<file path="src/rtl/rrarb4_pkg.sv">
// Shared types and helpers for the four-way round-robin arbiter.
// Holds the FSM state encoding, the requester count and the one-hot decoder.
package rrarb4_pkg;

    localparam int N_REQ = 4;
    localparam int PTR_W = 2;

    typedef enum logic [1:0] {
        IDLE  = 2'd0,
        GRANT = 2'd1,
        GAP   = 2'd2
    } state_t;

    function automatic logic [N_REQ-1:0] onehot4(input logic [PTR_W-1:0] idx);
        logic [N_REQ-1:0] code;
        code      = '0;
        code[idx] = 1'b1;
        return code;
    endfunction

endpackage

</file>
<file path="src/rtl/rrarb4_pick.sv">
// Combinational rotating-priority encoder.
// The search starts at ptr and wraps modulo 4.
module rrarb4_pick
    import rrarb4_pkg::*;
(
    input  logic [N_REQ-1:0] req,
    input  logic [PTR_W-1:0] ptr,
    output logic [PTR_W-1:0] idx,
    output logic             any
);

    logic [PTR_W-1:0] cand;

    always_comb begin
        idx  = '0;
        cand = '0;
        any  = |req;
        // Walk from lowest to highest priority so that the closest hit to ptr is written last.
        for (int i = N_REQ - 1; i >= 0; i--) begin
            cand = ptr + PTR_W'(i);
            if (req[cand]) begin
                idx = cand;
            end
        end
    end

endmodule

</file>
<file path="src/rtl/rrarb4_ctrl.sv">
// Round-robin arbiter/sequencer for one shared resource with four requesters.
// Holds a registered one-hot grant until DONE, a request drop, or hold-time expiry.
module rrarb4_ctrl
    import rrarb4_pkg::*;
#(
    parameter int MAX_HOLD = 16,
    parameter int HOLD_W   = $clog2(MAX_HOLD)
) (
    input  logic             CLK,
    input  logic             RST,
    input  logic [N_REQ-1:0] REQ,
    input  logic             DONE,
    output logic [N_REQ-1:0] GNT,
    output logic             GNT_VLD,
    output logic             TIMEOUT,
    output logic             NOREQ
);

    state_t            state;
    logic [PTR_W-1:0]  ptr;
    logic [PTR_W-1:0]  owner;
    logic [HOLD_W-1:0] hold_cnt;

    logic [PTR_W-1:0]  pick_idx;
    logic              pick_any;
    logic              hold_limit;
    logic              req_drop;
    logic              rel;

    rrarb4_pick u_pick (
        .req (REQ),
        .ptr (ptr),
        .idx (pick_idx),
        .any (pick_any)
    );

    assign NOREQ      = ~(REQ[0] | REQ[1] | REQ[2] | REQ[3]);
    assign hold_limit = (hold_cnt == HOLD_W'(MAX_HOLD - 1));
    assign req_drop   = ~REQ[owner];
    assign rel        = DONE | req_drop | hold_limit;

    always_ff @(posedge CLK) begin
        if (RST) begin
            state    <= IDLE;
            ptr      <= '0;
            owner    <= '0;
            hold_cnt <= '0;
            GNT      <= '0;
            GNT_VLD  <= 1'b0;
            TIMEOUT  <= 1'b0;
        end else begin
            TIMEOUT <= 1'b0;
            case (state)
                IDLE: begin
                    if (pick_any) begin
                        GNT      <= onehot4(pick_idx);
                        GNT_VLD  <= 1'b1;
                        owner    <= pick_idx;
                        hold_cnt <= '0;
                        state    <= GRANT;
                    end
                end
                GRANT: begin
                    if (rel) begin
                        GNT     <= '0;
                        GNT_VLD <= 1'b0;
                        ptr     <= owner + PTR_W'(1);
                        // Only a pure hold-time expiry counts as a forced release.
                        TIMEOUT <= hold_limit & ~DONE & ~req_drop;
                        state   <= GAP;
                    end else begin
                        hold_cnt <= hold_cnt + HOLD_W'(1);
                    end
                end
                GAP: begin
                    state <= IDLE;
                end
                default: begin
                    state   <= IDLE;
                    GNT     <= '0;
                    GNT_VLD <= 1'b0;
                end
            endcase
        end
    end

endmodule

</file>
<file path="config.mk">
export PLATFORM = sky130hd
export DESIGN_NAME = rrarb4_ctrl
export DESIGN_NICKNAME = d
export VERILOG_FILES = /design/src/rtl/rrarb4_pkg.sv /design/src/rtl/rrarb4_pick.sv /design/src/rtl/rrarb4_ctrl.sv
export SDC_FILE = /design/constraint.sdc
export NUM_CORES = 1
export LEC_CHECK = 0
export BUFFER_PORTS_ARGS = -buffer_cell sky130_fd_sc_hd__buf_4
export CORE_ASPECT_RATIO = 0.9
export CORE_MARGIN = 5
export CORE_UTILIZATION = 38
export DETAILED_ROUTE_END_ITERATION = 12
export GPL_TIMING_DRIVEN = 0
export HOLD_SLACK_MARGIN = 0.05
export PLACE_DENSITY = 0.67
export SYNTH_ARGS = -nofsm -noshare
export SYNTH_HDL_FRONTEND = slang
export SYNTH_SLANG_ARGS = --single-unit
</file>
<file path="constraint.sdc">
create_clock -name CLK -period 4.57 [get_ports CLK]
set_clock_uncertainty 0.05 [all_clocks]
set_input_delay 0.2285 -clock CLK [delete_from_list [all_inputs] [get_ports CLK]]
set_output_delay 0.2285 -clock CLK [all_outputs]
set_load 0.1 [all_outputs]
</file>
==> results of run 1 <==
## layer usage
metal	vias up	track usage, %
met5	-	0
met4	0	7.911
met3	8	2.331
met2	15	16.82
met1	368	16.97
li1	408	-
## power by group through the flow
stage	registers, W	logic, W	clock network, W
3_3_place_gp	0.000160	0.000103	0
4_1_cts	0.000157	0.000105	0.0000950
3_5_place_dp	0.000160	0.000104	0
6_report	0.000157	0.000104	0.0000946
5_1_grt	0.000159	0.000111	0.000105
2_1_floorplan	0.000188	0.0000510	0
## cell type report
type                       instances  area, um^2
multi-input combinational         76       518.0
buffer                             4       22.52
inverter                           1       3.754
clock buffer                       4       36.28
fill                             207        1150
tap                               27       33.78
timing repair buffer              13       97.59
sequential                        16       320.3
## cells by family (layout without fill, tap and decap cells)
kind of cell	after synthesis	after routing	synth area share (%)
simple gates	38	38	24.31
compound gates	31	31	27.06
flops	16	16	37.05
mux	5	5	6.078
buf+inv	5	22	3.038
fa+ha+maj	1	1	1.447
xor+xnor	1	1	1.013
## through the flow
stage	power, W	cell area (um^2)
5_1_grt	0.0003750	1032
3_3_place_gp	0.0002630	996.0
3_5_place_dp	0.0002643	996.0
2_1_floorplan	0.0002385	864.6
6_report	0.0003555	1032
4_1_cts	0.0003565	1032
## worst max path at each step
stage | start | endpoint | cells past startpoint
floorplan | REQ[0] | hold_cnt[1]$_SDFFE_PP0P_ | 4
global placement | REQ[1] | hold_cnt[1]$_SDFFE_PP0P_ | 5
detailed placement | REQ[1] | hold_cnt[1]$_SDFFE_PP0P_ | 5
CTS | owner[0]$_SDFFE_PP0P_ | GNT[2]$_SDFFE_PP0P_ | 5
global route | owner[0]$_SDFFE_PP0P_ | GNT[2]$_SDFFE_PP0P_ | 5
finish | owner[0]$_SDFFE_PP0P_ | GNT[2]$_SDFFE_PP0P_ | 5
## synthesized netlist by cell type, drive strengths merged
| cell | instances |
|---|---|
| buf | 1 |
| dfxtp | 16 |
| o22ai | 2 |
| nor4b | 1 |
| o21ai | 2 |
| o22a | 2 |
| nor2b | 2 |
| nor4 | 1 |
| o21a | 1 |
| o21bai | 1 |
| a21oi | 7 |
| nand2b | 4 |
| nand4 | 1 |
| clkbuf | 3 |
| o211ai | 3 |
| nand3 | 1 |
| ha | 1 |
| or4 | 2 |
| or3 | 1 |
| a2111oi | 1 |
| or4b | 1 |
| or2 | 4 |
| o21ba | 2 |
| o31a | 1 |
| nor2 | 10 |
| o41ai | 1 |
| mux2i | 3 |
| xnor2 | 1 |
| a32o | 4 |
| o221ai | 1 |
| and3 | 1 |
| mux2 | 2 |
| a31oi | 3 |
| nor3 | 5 |
| inv | 1 |
| nand2 | 4 |
## registers in the layout, indices dropped and copies added (netlist names)
register and flops:
GNT 4, GNT_VLD 1, TIMEOUT 1, hold_cnt 4
owner 2, ptr 2, state 2
## worst reg2reg max path: stages, from the launching register on
cell     delay, ns
dfxtp_1       0.36
or2_0         0.25
o22a_1        0.22
buf_6         0.15
o41ai_2       0.53
a32o_1        0.19
==> results.yml, run 1 <==
setup_path:
  critPathCaptureType: "flip-flop"
  worstPathMaxFanout: 10
  worstRegToRegCells: 5
  path_delay_family: "compound AO/OA/AOI/OAI gates"
  cp.arrival_ns: 1.99
  critical_path_class: "flip-flop to flip-flop"
  start_kind: "flip-flop"
  r2r_end: "GNT[2]$_SDFFE_PP0P_"
  path_cells: "or2_0 -> o22a_1 -> buf_6 -> o41ai_2 -> a32o_1"
  cp_num_buf_inv: 1
  cpMaxStageDelayCell: "o41ai_2"
  critPathMaxStageDelay_ns: 0.53
  timing.rr.start: "owner[0]$_SDFFE_PP0P_"
  r2r_slack_ns: 2.75
  cp.required_ns: 4.75
sta:
  totalNegativeSetupSlack_ns: 0
  whs_ns: 0.1833
  setup_viol: 0
  tightest_slew_ns: 0.5716
  hold_violations: 0
  slew_viol_final: 0
  rsz0062_at_grt: "no"
  worst_slack_ns: 2.754
  fin_crit_sh_pct: 39.74
  relSlewSlack_pct: 61.60
  fmax_mhz: 550.6
  fin_crit_ns: 1.816
job:
  maxCapViolations: 0
floorplanning:
  pin_count: 14
  dieHeight_um: 55.25
  num_rows: 16
  die_x_um: 60.28
  core_um2: 2182
  start_util_pct: 39.62
  die_area_um2: 3330
power:
  intPower_w: 0.0002333
  p_switching_w: 0.0001223
  power_frac_comb_pct: 29.3
  p_seq_share_pct: 44.1
  switching_share_pct: 34.39
  p_clk_share_pct: 26.6
  powerDensity_nw_per_um2: 344.4
  p_leak_nw: 0.3756
  irDropWorstVdd_mv: 0.1921
grt:
  grt_usage_pct: 12.24
  grt_overflow: 0
  grt_pass1_wl_mm: 3.146
  antenna_found_initial: 0
  first_global_vias: 707
  grt_max_degree: 11
layout:
  nets: 123
  fin_cells: 141
  layout-area-overhead-vs-synth_pct: 19.39
  antenna_cells: 0
  fin_util_pct: 47.31
  final_common_cell: "dfxtp_1"
  most-common-layout-cells: "dfxtp_1 (16), buf_4 (13), nor2_1 (10), a21oi_1 (7), nor3_1 (5)"
  layout-drive-gt1-share_pct: 23.68
clocking:
  hold_buffers: 0
  clock_path_buffers: 2
  cts_resized: 0
  cts_root_buffer: "clkbuf_4"
  cts_post_setup_buffers_inserted: 0
  htreeDepth: 1
  cts.clk_slew.worst_paths_ns: 0.10
  cts_tree: "done"
  cts_sinks: 16
  clkLatencyLatePin_ns: 0.29
  numCtsBuffers: 3
place:
  place.gp.congestion: 0.8291
  placedCellCount: 137
  io_buffers: 13
  dp_hpwl_mm: 1.454
  place_ws_ns: 2.753
drt:
  vias: 799
  drt_wl_total_mm: 1.823
  remaining_drc_errors: 0
  drt_first_pass_iters: 4
  wl_met2_um: 804
  top_layer_used: "met4"
  wl_per_cell_um: 12.93
  first_iter_violations: 11
  met3_wirelength_um: 51
  viasPerCell: 5.667
  wl_met1_um: 897
  antenna_left: 0
min_path:
  hold_start: "RST"
  hold-path-endpoint: "TIMEOUT$_SDFF_PP0_"
  min_path_type: "input port to flip-flop"
  min_delay_path_depth: 3
yosys:
  seq_area_frac_synth_pct: 37.05
  synth_area_um2: 864.6
  synth_top_area_share_pct: 37.05
  ys_types: 37
  yosys_warnings: 0
  postSynthCellCount: 97
  synth-seq-cells: 16
  yosysTopAreaCell: "dfxtp_1"
  yosys-top-cells-area: "dfxtp_1 (37%), a32o_1 (4.6%), nor2_1 (4.3%), a21oi_1 (4.1%), mux2i_1 (3.5%)"
  syn-mean-instance-area_um2: 8.913
  syn_nets: 105
status:
  status: "completed"
Note: power is estimated with default switching activity, not from simulation.
==> run 2, diff against run 1 <==
--- a/config.mk
+++ b/config.mk
@@ -12,7 +12,7 @@
 export DETAILED_ROUTE_END_ITERATION = 12
 export GPL_TIMING_DRIVEN = 0
 export HOLD_SLACK_MARGIN = 0.05
-export PLACE_DENSITY = 0.67
+export PLACE_DENSITY = 0.7
 export SYNTH_ARGS = -nofsm -noshare
 export SYNTH_HDL_FRONTEND = slang
 export SYNTH_SLANG_ARGS = --single-unit
==> constraint.sdc (replaced) <==
create_clock -name CLK -period 1.5 [get_ports CLK]
set_clock_uncertainty 0.05 [all_clocks]
set_input_delay 0.075 -clock CLK [delete_from_list [all_inputs] [get_ports CLK]]
set_output_delay 0.075 -clock CLK [all_outputs]
set_load 0.1 [all_outputs]
==> results.yml, run 2 (synthesized netlist as in run 1, its figures left out) <==
status:
  status: "complete, but fails checks"
  violations: "negative setup slack"
drt:
  remaining_drc_errors: 0
  viasPerCell: 5.792
  vias: 834
  drt_wl_total_mm: 2.163
  drt_first_pass_iters: 4
  wl_per_cell_um: 15.02
  antenna_left: 0
  first_iter_violations: 16
sta:
  relSlewSlack_pct: 69.85
  totalNegativeSetupSlack_ns: -0.5936
  fmax_mhz: 618.5
  slew_viol_final: 0
  worst_slack_ns: -0.1169
  rsz0062_at_grt: "yes"
  hold_violations: 0
  tightest_slew_ns: 0.4523
  setup_viol: 10
  fin_crit_ns: 1.617
  fin_crit_sh_pct: 107.8
layout:
  layout-drive-gt1-share_pct: 38.46
  most-common-layout-cells: "buf_4 (17), dfxtp_1 (11), nor2_1 (10), a21oi_1 (6), dfxtp_2 (5)"
  fin_area_um2: 1135
  top_regs: "GNT x4, hold_cnt x4"
  antenna_cells: 0
  regArea_um2: 326.6
  multi_input_area_um2: 586.8
  n_fill_cell: 204
  final_common_cell: "buf_4"
  nets: 126
  layout-area-overhead-vs-synth_pct: 31.26
  fin_util_pct: 52.01
floorplanning:
  die_area_um2: 3330
  core_um2: 2182
  pin_count: 14
  num_rows: 16
  start_util_pct: 39.62
  dieHeight_um: 55.25
  die_x_um: 60.28
setup_path:
  cp_num_buf_inv: 1
  path_cells: "or2_1 -> o22a_1 -> buf_6 -> or4_4 -> a31oi_1"
  critPathCaptureType: "flip-flop"
  r2r_slack_ns: -0.12
  start_kind: "flip-flop"
  critical_path_class: "flip-flop to flip-flop"
  cpMaxStageDelayCell: "or4_4"
  cp.required_ns: 1.67
  critPathMaxStageDelay_ns: 0.46
  path_delay_family: "simple AND/OR/NAND/NOR gates"
  cp.arrival_ns: 1.78
  worstPathMaxFanout: 8
place:
  place_ws_ns: -0.2569
  dp_hpwl_mm: 1.586
  io_buffers: 13
  dpl_cell_area_um2: 1005
  place.gp.congestion: 0.7792
clocking:
  cts.clk_slew.worst_paths_ns: 0.10
  numCtsBuffers: 3
  cts_tree: "done"
  cts_root_buffer: "clkbuf_4"
  clock_path_buffers: 2
  cts_sinks: 16
  clkLatencyLatePin_ns: 0.29
  htreeDepth: 1
grt:
  grt_usage_pct: 14.52
  gr-usage-met1_pct: 19.41
  grtUsageMet2_pct: 20.99
  grt_overflow: 0
  busiest_layer: "met2"
  use_met3_pct: 3.263
  grt_pass1_wl_mm: 3.746
  grt_max_degree: 11
  antenna_found_initial: 0
  first_global_vias: 799
power:
  p_seq_share_pct: 42.6
  irDropWorstVdd_mv: 0.7140
  switching_share_pct: 35.27
  p_clk_share_pct: 25.9
  p_leak_nw: 0.4051
  powerDensity_nw_per_um2: 1003
  p_switching_w: 0.0004014
  intPower_w: 0.0007367
  power_frac_comb_pct: 31.6
job:
  maxCapViolations: 0
min_path:
  min_path_type: "input port to flip-flop"
run 2: cell count changes in the layout (fill, tap and decap cells not counted), sizes merged:
cell    before  now
buf         14   18
clkbuf       7    6
run 2: area by class of cell:
type                       instances  area share (%)
timing repair buffer              17           11.25
multi-input combinational         76           51.71
tap                               27           2.977
buffer                             3           1.764
inverter                           1          0.3308
clock buffer                       4           3.197
sequential                        16           28.78
run 2: metal layers:
layer  share of wire [%]  vias to the layer above
li1                    -                      413
met1                  45                      390
met2                  48                       24
met3                 4.8                        7
met4                 2.5                        0
met5                   0                        -
run 2: worst paths after layout:
path / startpoint / cells after the start / to
setup / recovery: owner[0]$_SDFFE_PP0P_ / 5 / hold_cnt[0]$_SDFFE_PP0P_
setup reg to reg: owner[0]$_SDFFE_PP0P_ / 5 / hold_cnt[0]$_SDFFE_PP0P_
hold / removal: RST / 3 / state[1]$_SDFFE_PP0P_
hold reg to reg: GNT[2]$_SDFFE_PP0P_ / 1 / GNT[2]$_SDFFE_PP0P_
run 2: through the flow:
stage               hold slack, ns  std cells  total power, W
finish                     0.03998        144        0.001138
global placement            0.3362        137       0.0008021
global route               0.04876        144        0.001190
detailed placement          0.3499        137       0.0008114
floorplan                   0.1972         97       0.0007271
CTS                        0.03697        144        0.001130
run 2: power groups by stage:
stage,registers (W),clock network [W],logic [W]
floorplan,0.000571,0,0.000156
global placement,0.000487,0,0.000315
detailed placement,0.000489,0,0.000323
CTS,0.000484,0.000295,0.000351
global route,0.000490,0.000316,0.000384
finish,0.000485,0.000294,0.000359
run 2: worst reg2reg max path: cells and delay by family, from the launching register on:
family          cells  cell delay (ns)
flops               1             0.34
compound gates      2             0.33
buf+inv             1             0.15
simple gates        2             0.68
run 2: what timing repair did:
action,CTS,global route
setup buffers,4,0
endpoints found under the setup margin,13,12
pin swaps,8,1
resized for setup,14,5
hold endpoints to repair,2,1
